===== config.mk =====
export PLATFORM = sky130hd
export DESIGN_NAME = turn_controller
export DESIGN_NICKNAME = d
export VERILOG_FILES = /design/src/rtl/memory_pkg.sv /design/src/rtl/turn_controller_sec_countdown.sv /design/src/rtl/turn_controller.sv
export SDC_FILE = /design/constraint.sdc
export NUM_CORES = 1
export LEC_CHECK = 0
export CORE_MARGIN = 1.5
export CORE_UTILIZATION = 23
export DETAILED_ROUTE_END_ITERATION = 8
export SLEW_MARGIN = 20
export SYNTH_ARGS = -nofsm -noshare
export SYNTH_HDL_FRONTEND = slang
export SYNTH_SLANG_ARGS = --single-unit

===== constraint.sdc =====
create_clock -name clk -period 6.4 [get_ports clk]
set_input_delay 0.96 -clock clk [delete_from_list [all_inputs] [get_ports clk]]
set_output_delay 0.96 -clock clk [all_outputs]
set_load 0.01 [all_outputs]

===== src/rtl/memory_pkg.sv =====
// Shared types and default constants for the memory-game turn controller.
package memory_pkg;

    localparam int N_CARDS_DEFAULT   = 16;
    localparam int SYM_W_DEFAULT     = 3;
    localparam int TURN_SECS_DEFAULT = 15;
    localparam int HOLD_SECS_DEFAULT = 2;

    typedef enum logic [3:0] {
        ST_IDLE    = 4'd0,
        ST_PICK1   = 4'd1,
        ST_FETCH1  = 4'd2,
        ST_CAP1    = 4'd3,
        ST_PICK2   = 4'd4,
        ST_FETCH2  = 4'd5,
        ST_CAP2    = 4'd6,
        ST_HOLD    = 4'd7,
        ST_RESOLVE = 4'd8,
        ST_TOUT    = 4'd9
    } turn_state_t;

    typedef enum logic [1:0] {
        RES_NONE    = 2'b00,
        RES_MATCH   = 2'b01,
        RES_MISS    = 2'b10,
        RES_TIMEOUT = 2'b11
    } turn_result_t;

endpackage


===== src/rtl/turn_controller_sec_countdown.sv =====
// Loadable seconds down-counter: counts enabled tick_1s pulses down to zero
// and flags the last second so the owner can act on the final tick.
module sec_countdown
    import memory_pkg::*;
#(
    parameter int W = 4
) (
    input  logic         clk,
    input  logic         rst,
    input  logic         load_i,
    input  logic [W-1:0] load_val_i,
    input  logic         en_i,
    input  logic         tick_i,
    output logic [W-1:0] count_o,
    output logic         at_one_o
);

    localparam logic [W-1:0] ONE  = {{(W-1){1'b0}}, 1'b1};
    localparam logic [W-1:0] ZERO = {W{1'b0}};

    logic [W-1:0] count_q;
    logic [W-1:0] count_d;

    // Next count: a load wins, otherwise decrement on enabled ticks and stop at zero.
    always_comb begin
        count_d = count_q;
        if (load_i) begin
            count_d = load_val_i;
        end else if (en_i && tick_i && (count_q != ZERO)) begin
            count_d = count_q - ONE;
        end else begin
            count_d = count_q;
        end
    end

    // Count register with synchronous active-low reset.
    always_ff @(posedge clk) begin
        if (!rst) begin
            count_q <= ZERO;
        end else begin
            count_q <= count_d;
        end
    end

    assign count_o  = count_q;
    assign at_one_o = (count_q == ONE);

endmodule


===== src/rtl/turn_controller.sv =====
// One player's turn: cursor movement, two card selections with a board-memory
// fetch each, pair comparison, timed reveal, then match/miss/timeout resolution.
module turn_controller
    import memory_pkg::*;
#(
    parameter int N_CARDS   = N_CARDS_DEFAULT,
    parameter int SYM_W     = SYM_W_DEFAULT,
    parameter int TURN_SECS = TURN_SECS_DEFAULT,
    parameter int HOLD_SECS = HOLD_SECS_DEFAULT
) (
    input  logic                       clk,
    input  logic                       rst,
    input  logic                       tick_1s,
    input  logic                       start,
    input  logic                       clr_board,
    input  logic                       btn_next,
    input  logic                       btn_sel,
    output logic [$clog2(N_CARDS)-1:0] sym_addr,
    input  logic [SYM_W-1:0]           sym_data,
    output logic [$clog2(N_CARDS)-1:0] cursor,
    output logic [N_CARDS-1:0]         face_up,
    output logic [N_CARDS-1:0]         matched,
    output logic [1:0]                 n_sel,
    output logic [3:0]                 time_left,
    output logic                       busy,
    output logic                       done,
    output logic [1:0]                 result,
    output logic                       all_matched
);

    localparam int IDX_W = $clog2(N_CARDS);
    localparam logic [IDX_W-1:0] IDX_ONE = {{(IDX_W-1){1'b0}}, 1'b1};

    turn_state_t        state_q, state_d;
    logic [IDX_W-1:0]   cursor_q, cursor_d;
    logic [IDX_W-1:0]   sym_addr_q, sym_addr_d;
    logic [IDX_W-1:0]   idx1_q, idx1_d;
    logic [SYM_W-1:0]   sym1_q, sym1_d;
    logic               hit_q, hit_d;
    logic [N_CARDS-1:0] revealed_q, revealed_d;
    logic [N_CARDS-1:0] matched_q, matched_d;
    logic [N_CARDS-1:0] face_up_q;
    logic [1:0]         n_sel_q, n_sel_d;
    turn_result_t       result_q, result_d;
    logic               done_q, done_d;
    logic               busy_q, busy_d;
    logic               all_matched_q;

    logic               turn_load_s, turn_en_s, turn_at_one_s;
    logic               hold_load_s, hold_en_s, hold_at_one_s;
    logic [3:0]         turn_count_s;
    logic [3:0]         hold_count_s;
    logic               sel_ok_s;

    // Turn timer: loaded at start, runs only while the player is picking.
    sec_countdown #(.W(4)) u_turn_timer (
        .clk        (clk),
        .rst        (rst),
        .load_i     (turn_load_s),
        .load_val_i (4'(TURN_SECS)),
        .en_i       (turn_en_s),
        .tick_i     (tick_1s),
        .count_o    (turn_count_s),
        .at_one_o   (turn_at_one_s)
    );

    // Reveal-hold timer: loaded when the second symbol is compared.
    sec_countdown #(.W(4)) u_hold_timer (
        .clk        (clk),
        .rst        (rst),
        .load_i     (hold_load_s),
        .load_val_i (4'(HOLD_SECS)),
        .en_i       (hold_en_s),
        .tick_i     (tick_1s),
        .count_o    (hold_count_s),
        .at_one_o   (hold_at_one_s)
    );

    // A select is legal on an unmatched card that is not the first pick of this turn.
    assign sel_ok_s = btn_sel && !matched_q[cursor_q] &&
                      ((state_q == ST_PICK1) || (cursor_q != idx1_q));

    // Next-state and datapath updates for the turn sequence.
    always_comb begin
        state_d     = state_q;
        cursor_d    = cursor_q;
        sym_addr_d  = sym_addr_q;
        idx1_d      = idx1_q;
        sym1_d      = sym1_q;
        hit_d       = hit_q;
        revealed_d  = revealed_q;
        matched_d   = matched_q;
        n_sel_d     = n_sel_q;
        result_d    = result_q;
        turn_load_s = 1'b0;
        turn_en_s   = 1'b0;
        hold_load_s = 1'b0;
        hold_en_s   = 1'b0;
        case (state_q)
            ST_IDLE: begin
                if (start) begin
                    state_d     = ST_PICK1;
                    n_sel_d     = 2'd0;
                    result_d    = RES_NONE;
                    turn_load_s = 1'b1;
                end else begin
                    state_d = ST_IDLE;
                end
                if (clr_board) begin
                    matched_d = {N_CARDS{1'b0}};
                end else begin
                    matched_d = matched_q;
                end
            end
            ST_PICK1, ST_PICK2: begin
                turn_en_s = 1'b1;
                if (btn_next) begin
                    cursor_d = cursor_q + IDX_ONE;
                end else begin
                    cursor_d = cursor_q;
                end
                // The final timer tick beats a selection in the same cycle.
                if (tick_1s && turn_at_one_s) begin
                    state_d  = ST_TOUT;
                    result_d = RES_TIMEOUT;
                end else if (sel_ok_s) begin
                    sym_addr_d           = cursor_q;
                    revealed_d[cursor_q] = 1'b1;
                    n_sel_d              = n_sel_q + 2'd1;
                    if (state_q == ST_PICK1) begin
                        idx1_d  = cursor_q;
                        state_d = ST_FETCH1;
                    end else begin
                        state_d = ST_FETCH2;
                    end
                end else begin
                    state_d = state_q;
                end
            end
            ST_FETCH1: begin
                state_d = ST_CAP1;
            end
            ST_CAP1: begin
                sym1_d  = sym_data;
                state_d = ST_PICK2;
            end
            ST_FETCH2: begin
                state_d = ST_CAP2;
            end
            ST_CAP2: begin
                hit_d       = (sym_data == sym1_q);
                hold_load_s = 1'b1;
                state_d     = ST_HOLD;
            end
            ST_HOLD: begin
                hold_en_s = 1'b1;
                if (tick_1s && hold_at_one_s) begin
                    state_d  = ST_RESOLVE;
                    result_d = hit_q ? RES_MATCH : RES_MISS;
                end else begin
                    state_d = ST_HOLD;
                end
            end
            ST_RESOLVE: begin
                if (hit_q) begin
                    matched_d = matched_q | revealed_q;
                end else begin
                    matched_d = matched_q;
                end
                revealed_d = {N_CARDS{1'b0}};
                state_d    = ST_IDLE;
            end
            ST_TOUT: begin
                revealed_d = {N_CARDS{1'b0}};
                state_d    = ST_IDLE;
            end
            default: begin
                revealed_d = {N_CARDS{1'b0}};
                state_d    = ST_IDLE;
            end
        endcase
        done_d = (state_d == ST_RESOLVE) || (state_d == ST_TOUT);
        busy_d = (state_d != ST_IDLE);
    end

    // FSM state register.
    always_ff @(posedge clk) begin
        if (!rst) begin
            state_q <= ST_IDLE;
        end else begin
            state_q <= state_d;
        end
    end

    // Datapath and registered outputs; face_up/all_matched track the new vectors.
    always_ff @(posedge clk) begin
        if (!rst) begin
            cursor_q      <= {IDX_W{1'b0}};
            sym_addr_q    <= {IDX_W{1'b0}};
            idx1_q        <= {IDX_W{1'b0}};
            sym1_q        <= {SYM_W{1'b0}};
            hit_q         <= 1'b0;
            revealed_q    <= {N_CARDS{1'b0}};
            matched_q     <= {N_CARDS{1'b0}};
            face_up_q     <= {N_CARDS{1'b0}};
            n_sel_q       <= 2'd0;
            result_q      <= RES_NONE;
            done_q        <= 1'b0;
            busy_q        <= 1'b0;
            all_matched_q <= 1'b0;
        end else begin
            cursor_q      <= cursor_d;
            sym_addr_q    <= sym_addr_d;
            idx1_q        <= idx1_d;
            sym1_q        <= sym1_d;
            hit_q         <= hit_d;
            revealed_q    <= revealed_d;
            matched_q     <= matched_d;
            face_up_q     <= matched_d | revealed_d;
            n_sel_q       <= n_sel_d;
            result_q      <= result_d;
            done_q        <= done_d;
            busy_q        <= busy_d;
            all_matched_q <= &matched_d;
        end
    end

    assign cursor      = cursor_q;
    assign sym_addr    = sym_addr_q;
    assign face_up     = face_up_q;
    assign matched     = matched_q;
    assign n_sel       = n_sel_q;
    assign time_left   = turn_count_s;
    assign busy        = busy_q;
    assign done        = done_q;
    assign result      = result_q;
    assign all_matched = all_matched_q;

endmodule


==> results of run 1 <==
## worst max-delay path by stage
| stage | slack [ps] | to | cells past startpoint |
|---|---|---|---|
| floorplan | 4130 | face_up[0]$_SDFF_PN0_ | 6 |
| global placement | 3100 | face_up[2]$_SDFF_PN0_ | 5 |
| detailed placement | 3040 | face_up[2]$_SDFF_PN0_ | 5 |
| CTS | 3400 | face_up[3]$_SDFF_PN0_ | 5 |
| global route | 3190 | n_sel[0]$_SDFFE_PN0P_ | 5 |
| finish | 3390 | face_up[1]$_SDFF_PN0_ | 5 |
## cell usage in the layout (no fill, tap or decap), types with 2 or more instances in the layout
cell,instances
xor2_1,5
nand3_1,14
xnor2_1,11
a31oi_1,15
clkdlybuf4s50_1,60
mux2i_1,5
ha_1,9
buf_4,2
mux2_2,3
a211oi_1,4
inv_6,2
inv_1,13
nor3_1,10
nand2_1,14
dfxtp_1,83
nor4_1,8
o21a_1,4
a21oi_1,23
a22oi_1,3
a221o_1,16
o21ai_0,15
nor2_1,34
mux4_2,4
a22o_1,16
bufinv_16,2
and4_1,2
and3_1,2
clkbuf_16,9
and2_1,3
nand4_1,4
o211ai_1,2
## cells by family (layout without fill, tap and decap cells)
family | count (synthesis) | after routing
xor+xnor | 16 | 16
flops | 83 | 83
compound gates | 105 | 105
buf+inv | 36 | 91
mux | 12 | 12
simple gates | 105 | 105
fa+ha+maj | 9 | 9
## sequential cells by signal, indices dropped and copies added, names as in the netlist
| register | count |
|---|---|
| sym1_q | 3 |
| busy | 1 |
| cursor | 4 |
| n_sel | 2 |
| result | 2 |
| matched | 16 |
| all_matched | 1 |
| revealed_q | 16 |
| face_up | 16 |
| hit_q | 1 |
| sym_addr | 4 |
| idx1_q | 4 |
| u_hold_timer.count_o | 4 |
| u_turn_timer.count_o | 4 |
| state_q | 4 |
| done | 1 |
## per-stage QoR
step / hold WS, ps / setup WS (ps)
floorplan: 465 / 4130
global placement: 477 / 3100
detailed placement: 482 / 3040
CTS: 491 / 3400
global route: 532 / 3190
finish: 485 / 3390
## cell type report
class	instances	share of cell area
clock inverters	7	0.0214
well taps	188	0.0510
inverters	13	0.0106
multi-input cells	247	0.374
clock buffers	9	0.0488
flip-flops and latches	83	0.360
repair buffers	62	0.133
## critical path, stage by stage
cell and delay (ps):
clkdlybuf4s50_1 640, inv_1 500, or4_4 690, nor3_4 300, a221o_1 200
## synthesized netlist by cell type (all sizes together) (5+ instances only)
| master | instances |
|---|---|
| clkbuf | 14 |
| inv | 13 |
| ha | 9 |
| a31oi | 15 |
| a21oi | 23 |
| dfxtp | 83 |
| nand2 | 14 |
| buf | 9 |
| nor2 | 36 |
| nand3 | 14 |
| xor2 | 5 |
| xnor2 | 11 |
| a221o | 16 |
| o21ai | 16 |
| mux2i | 5 |
| nor3 | 12 |
| nor4 | 8 |
| a22o | 16 |
## layer usage
| layer | up-vias | track usage |
|---|---|---|
| met2 | 107 | 0.200 |
| met3 | 14 | 0.0384 |
| met5 | - | 0 |
| met4 | 0 | 0.0475 |
| li1 | 1461 | - |
| met1 | 1459 | 0.153 |
## power by group through the flow
| stage | Combinational, mW | Sequential [mW] | Clock (mW) |
|---|---|---|---|
| final | 0.107 | 0.543 | 0.560 |
| after global routing | 0.119 | 0.545 | 0.596 |
| after CTS | 0.107 | 0.543 | 0.574 |
| after detailed placement | 0.106 | 0.555 | 0 |
| after global placement | 0.104 | 0.555 | 0 |
| after floorplan | 0.0706 | 0.549 | 0 |
==> key figures, run 1 <==
Run status
  – Status: finished, final reports clean

Pwr
  – Reg power frac: 0.449
  – Leakage power: around 1.6 nW
  – Logic pwr share: 0.088
  – Share of total power in the clock network: 0.463
  – Power Density: 262 mW/mm2
  – Net Sw Frac: 0.243
  – Internal power: 0.916 mW
  – Power Total: 1.21 mW
  – Switch Pwr: roughly 0.3 mW
  – Peak supply drop: between 0.1 and 0.15 mV

Global route
  – Gr ovfl total: 0
  – Largest net degree at the start of global routing: 35
  – GRT Util Overall: 0.123
  – Initial antenna violation count: 0
  – Global-route wire length before repair: approximately 15 mm
  – Number of global-route vias before repair: around 2900

Floorplan
  – Effective utilization at floorplan: 0.234
  – Cell Rows: 45
  – Die H: around 130 um
  – Die ar.: between 0.015 and 0.02 mm2
  – Ports: 61
  – Core area: between 0.015 and 0.02 mm2
  – DIE WIDTH: around 130 um

Route
  – Routed Antenna Nets: 0
  – Routed vias/inst: roughly 5
  – WL met3: around 590 um
  – Wl on met1: about 4.3 mm
  – Uppermost layer routed: met4
  – Total wire length: approximately 9.6 mm
  – First-pass iteration count of the detailed router: 4
  – Met2 wire length: about 4.6 mm
  – Drt initial violations: ~180
  – Per-cell routed wire length: 15.8 um
  – DRC: 0
  – Via count: ~3000

Setup path
  – Critical Path Fanout Max: 31
  – Startpoint types: input port
  – Worst reg2reg endpoint: n_sel[0]$_SDFFE_PN0P_
  – Critical path required time: between 6000 and 7000 ps
  – CP arrival: 3300 ps
  – Setup crit end kind: flop
  – CP Launch Point: rst
  – Critical setup path kind: input port to flop
  – Setup slack, reg-to-reg: roughly 3400 ps
  – R2R Path Start: cursor[0]$_SDFFE_PN0P_
  – R2r worst-path depth: 5

Run
  – Maxcap violations: 0

Final layout
  – # diodes: 0
  – Final core occ: 0.306
  – Layout Nets: 435
  – Ratio of cells with drive above 1 in the final layout: 0.0808
  – Fillcell total: between 1500 and 2000
  – Area growth syn-to-layout: 30.5%
  – Finished Layout Cells: a little over 600
  – FF+latch area: 0.00166 mm2
  – Footprint of the multi-input gates: roughly 0.0017 mm2
  – Fin area: approximately 0.0046 mm2

Yosys
  – Ranking of synthesized cells by area: dfxtp_1 47%, a221o_1 4.5%, a22o_1 4.0%
  – Post-synthesis sequential area ratio: 0.470
  – Synth Instances: 366
  – Mapped Area: 0.00353 mm2
  – Post-Synth Adder-Cell Area: 0.0319
  – Yosys warnings: 0
  – Syn nets: ~390
  – Largest family of logic cells by synthesized area: compound AO/OA/AOI/OAI gates
  – Simple-Gate Fraction of Synth Area: 0.158
  – Mux share of post-synthesis cell area: 0.0492
  – Synth Area in Compound Gates: 0.209
  – Count of different cell masters after synthesis: 50
  – Post-synth top area cell: dfxtp_1
  – Post-synthesis xor/xnor area fraction: 0.0396
  – Ys flop type: dfxtp_1
  – Post-synth top area share: 0.470
  – Synthesized area per cell: ~9.7 um2
  – Synth Register Bits: 83
  – Async SR Flop Fraction: 0
  – Post-synth EDFFs: 0

STA
  – Final period utilization: 0.470
  – Maximum clock frequency: ~330 MHz
  – RSZ-0062 raised after global routing: false
  – Final hold violations: 0
  – Worst Tran Pin Value: ~1000 ps
  – Skew final: roughly 4.7 ps
  – Worst rel slew slack: 0.325
  – Tmin final: 3010 ps
  – Final Setup Violations: 0
  – Setup tns final: 0 ps
  – Final Max Tran Viols: 0

Placement
  – Post-DP Area: between 0.004 and 0.005 mm2
  – HPWL Detailed: about 7 mm
  – GP Congestion: 0.826
  – Placed Cells: 593
  – I/O Buffers: 60

Min path
  – Hold Path Cell Cnt: 2
  – Hold WC Path Type: flop to flop
  – Worst Hold Path EP: sym_addr[1]$_SDFFE_PN0P_
  – HP Start: sym_addr[1]$_SDFFE_PN0P_

Clock tree
  – H-tree depth: 3
  – Post-CTS Resized: 0
  – Worst skew pair latency: roughly 340 ps
  – Post-CTS Setup Bufs: 0
  – Root Driver: clkbuf_16
  – Clk sink count: 83
  – Hold-fix buffers, CTS: 0
  – TritonCTS clock tree: built
  – Max Root-Sink Buffers: 2
  – Clk slew on worst S/H paths: ~60 ps
  – CTS Buf Count: 9
(Power assumes the default switching activity.)
==> inputs of run 2 (changes only) <==
clock period = 2.6 ns   (was 6.4 ns; I/O delays follow)
==> run 2 against run 1 <==
Against the previous run:
- sequential share of layout area down 0.58 points
- cell area up 1.6%
- via count up 3.4%
- worst hold slack worse by 1.1 ps
- critical path depth unchanged
- register-to-register slack worse by 3200 ps
- critical path type is now flop to flop
==> key figures, run 2 (same netlist as run 1, synthesis figures left out) <==
Setup path
  – Top delay family on crit path: multiplexers (was buffers and inverters)
  – Startpoint types: flop (was input port)
  – Setup crit end kind: flop (unchanged)
  – CP max stage delay: 550 ps (was 690 ps)
  – Critical setup path kind: flop to flop (was input port to flop)
  – Critical path required time: 2890 ps (was 6690 ps)
  – Critical Path Fanout Max: 8 (was 31)
  – Worst path slowest cell: mux4_2 (was or4_4)
  – CP arrival: 2670 ps (was 3300 ps)
  – Cells along the critical path: mux4_2 -> mux2_2 -> or4_4 -> nor3_4 -> a221o_1 (was clkdlybuf4s50_1 -> inv_1 -> or4_4 -> nor3_4 -> a221o_1)
  – Worst Path Buf+Inv: 0 (was 2)

STA
  – Final period utilization: 0.918
  – Tmin final: ~2400 ps
  – Worst Tran Pin Value: 1020 ps (was 1000 ps)
  – Final hold violations: 0 (unchanged)
  – Skew final: 6.92 ps (was 4.73 ps)
  – Setup tns final: 0 ps (unchanged)
  – Worst rel slew slack: 0.312 (was 0.325)
  – Maximum clock frequency: 419 MHz
  – RSZ-0062 raised after global routing: false (unchanged)
  – Final Max Tran Viols: 0 (unchanged)
  – Final Setup Violations: 0 (unchanged)

Clock tree
  – Root Driver: clkbuf_16 (unchanged)
  – TritonCTS clock tree: built (unchanged)
  – Worst skew pair latency: 340 ps (about the same)
  – CTS Buf Count: 9 (unchanged)
  – Max Root-Sink Buffers: 2 (unchanged)
  – Post-CTS Resized: 0 (unchanged)
  – H-tree depth: 3 (unchanged)
  – Hold-fix buffers, CTS: 0 (unchanged)
  – Clk slew on worst S/H paths: 70 ps (was 60 ps)
  – Post-CTS Setup Bufs: 0 (unchanged)
  – Clk sink count: 83 (unchanged)

Global route
  – Gr ovfl total: 0 (unchanged)
  – Global-route wire length before repair: 15.9 mm (was 15.4 mm)
  – Initial antenna violation count: 0 (unchanged)
  – Number of global-route vias before repair: 3045 (was 2878)
  – GRT Util Overall: 0.125 (was 0.123)
  – Largest net degree at the start of global routing: 33 (was 35)

Pwr
  – Peak supply drop: 0.322 mV (was 0.129 mV)
  – Leakage power: 1.65 nW (was 1.60 nW)
  – Power Density: 626 mW/mm2 (was 262 mW/mm2)
  – Power Total: 2.93 mW (was 1.21 mW)

Floorplan
  – Die H: 127 um (unchanged)
  – Die ar.: 0.0161 mm2 (unchanged)
  – Cell Rows: 45 (unchanged)
  – Ports: 61 (unchanged)
  – Effective utilization at floorplan: 0.234 (unchanged)
  – Core area: 0.0151 mm2 (unchanged)
  – DIE WIDTH: 127 um (unchanged)

Route
  – Drt initial violations: 248 (was 179)
  – Routed vias/inst: 5.06 (was 4.99)
  – Routed Antenna Nets: 0 (unchanged)
  – DRC: 0 (unchanged)
  – Via count: 3145 (was 3041)
  – Per-cell routed wire length: 15.8 um (about the same)
  – First-pass iteration count of the detailed router: 4 (unchanged)
  – Total wire length: 9.80 mm (was 9.64 mm)

Final layout
  – Area growth syn-to-layout: 32.6% (was 30.5%)
  – # diodes: 0 (unchanged)
  – Layout Nets: 447 (was 435)
  – Ratio of cells with drive above 1 in the final layout: 0.106 (was 0.0808)
  – Most common cell after layout, fill and taps aside: dfxtp_1 (unchanged)
  – Fillcell total: 1555 (was 1551)
  – Final core occ: 0.311 (was 0.306)
  – Most frequent cells in the layout: 83 x dfxtp_1, 60 x clkdlybuf4s50_1, 34 x nor2_1 (unchanged)

Placement
  – HPWL Detailed: 7.31 mm (was 6.85 mm)
  – GP Congestion: 0.817 (was 0.826)
  – I/O Buffers: 60 (unchanged)

Run status
  – Status: finished, final reports clean (unchanged)

Min path
  – Hold WC Path Type: flop to flop (unchanged)

Run
  – Maxcap violations: 0 (unchanged)
## run 2: metrics by stage
stage          std cells  setup slack [ps]  hold slack [ps]  cell area (um2)
2_1_floorplan        366               332              465             3530
3_3_place_gp         605               212              476             4380
3_5_place_dp         605               163              479             4380
4_1_cts              621               193              488             4690
5_1_grt              621              75.8              509             4690
6_report             621               214              484             4690
## run 2: power breakdown
| group | total [mW] | switching (mW) | leakage (nW) | internal (mW) |
|---|---|---|---|---|
| Clock | 1.32 | 0.558 | 0.149 | 0.761 |
| Combinational | 0.285 | 0.162 | 0.835 | 0.123 |
| Sequential | 1.33 | 0.0350 | 0.671 | 1.30 |
## run 2: layout make-up
| cell class | instances | area (um2) | share of cell area |
|---|---|---|---|
| inverter | 13 | 48.8 | 0.0104 |
| clock buffer | 9 | 225 | 0.0481 |
| timing repair buffer | 74 | 706 | 0.151 |
| multi-input combinational | 247 | 1730 | 0.368 |
| tap | 188 | 235 | 0.0502 |
| sequential | 83 | 1660 | 0.355 |
| clock inverter | 7 | 83.8 | 0.0179 |
## run 2: worst paths after layout
| check | end | depth (start not counted) | start | slack (ps) |
|---|---|---|---|---|
| max | face_up[2]$_SDFF_PN0_ | 5 | cursor[0]$_SDFFE_PN0P_ | 210 |
| min reg2reg | sym_addr[1]$_SDFFE_PN0P_ | 2 | sym_addr[1]$_SDFFE_PN0P_ | 480 |
| min | sym_addr[1]$_SDFFE_PN0P_ | 2 | sym_addr[1]$_SDFFE_PN0P_ | 480 |
| max reg2reg | face_up[2]$_SDFF_PN0_ | 5 | cursor[0]$_SDFFE_PN0P_ | 210 |
## run 2: worst reg2reg max path: stages, from the launching register on
cell     delay (ps)
dfxtp_1         510
mux4_2          550
mux2_2          300
or4_4           460
nor3_4          310
a221o_1         200
## run 2: routing by layer
layer  track usage  vias up  routed length, um
li1              -     1483                  -
met1         0.153     1536               4280
met2         0.214      110               4860
met3        0.0316       16                538
met4        0.0408        0                127
met5             0        -                  0
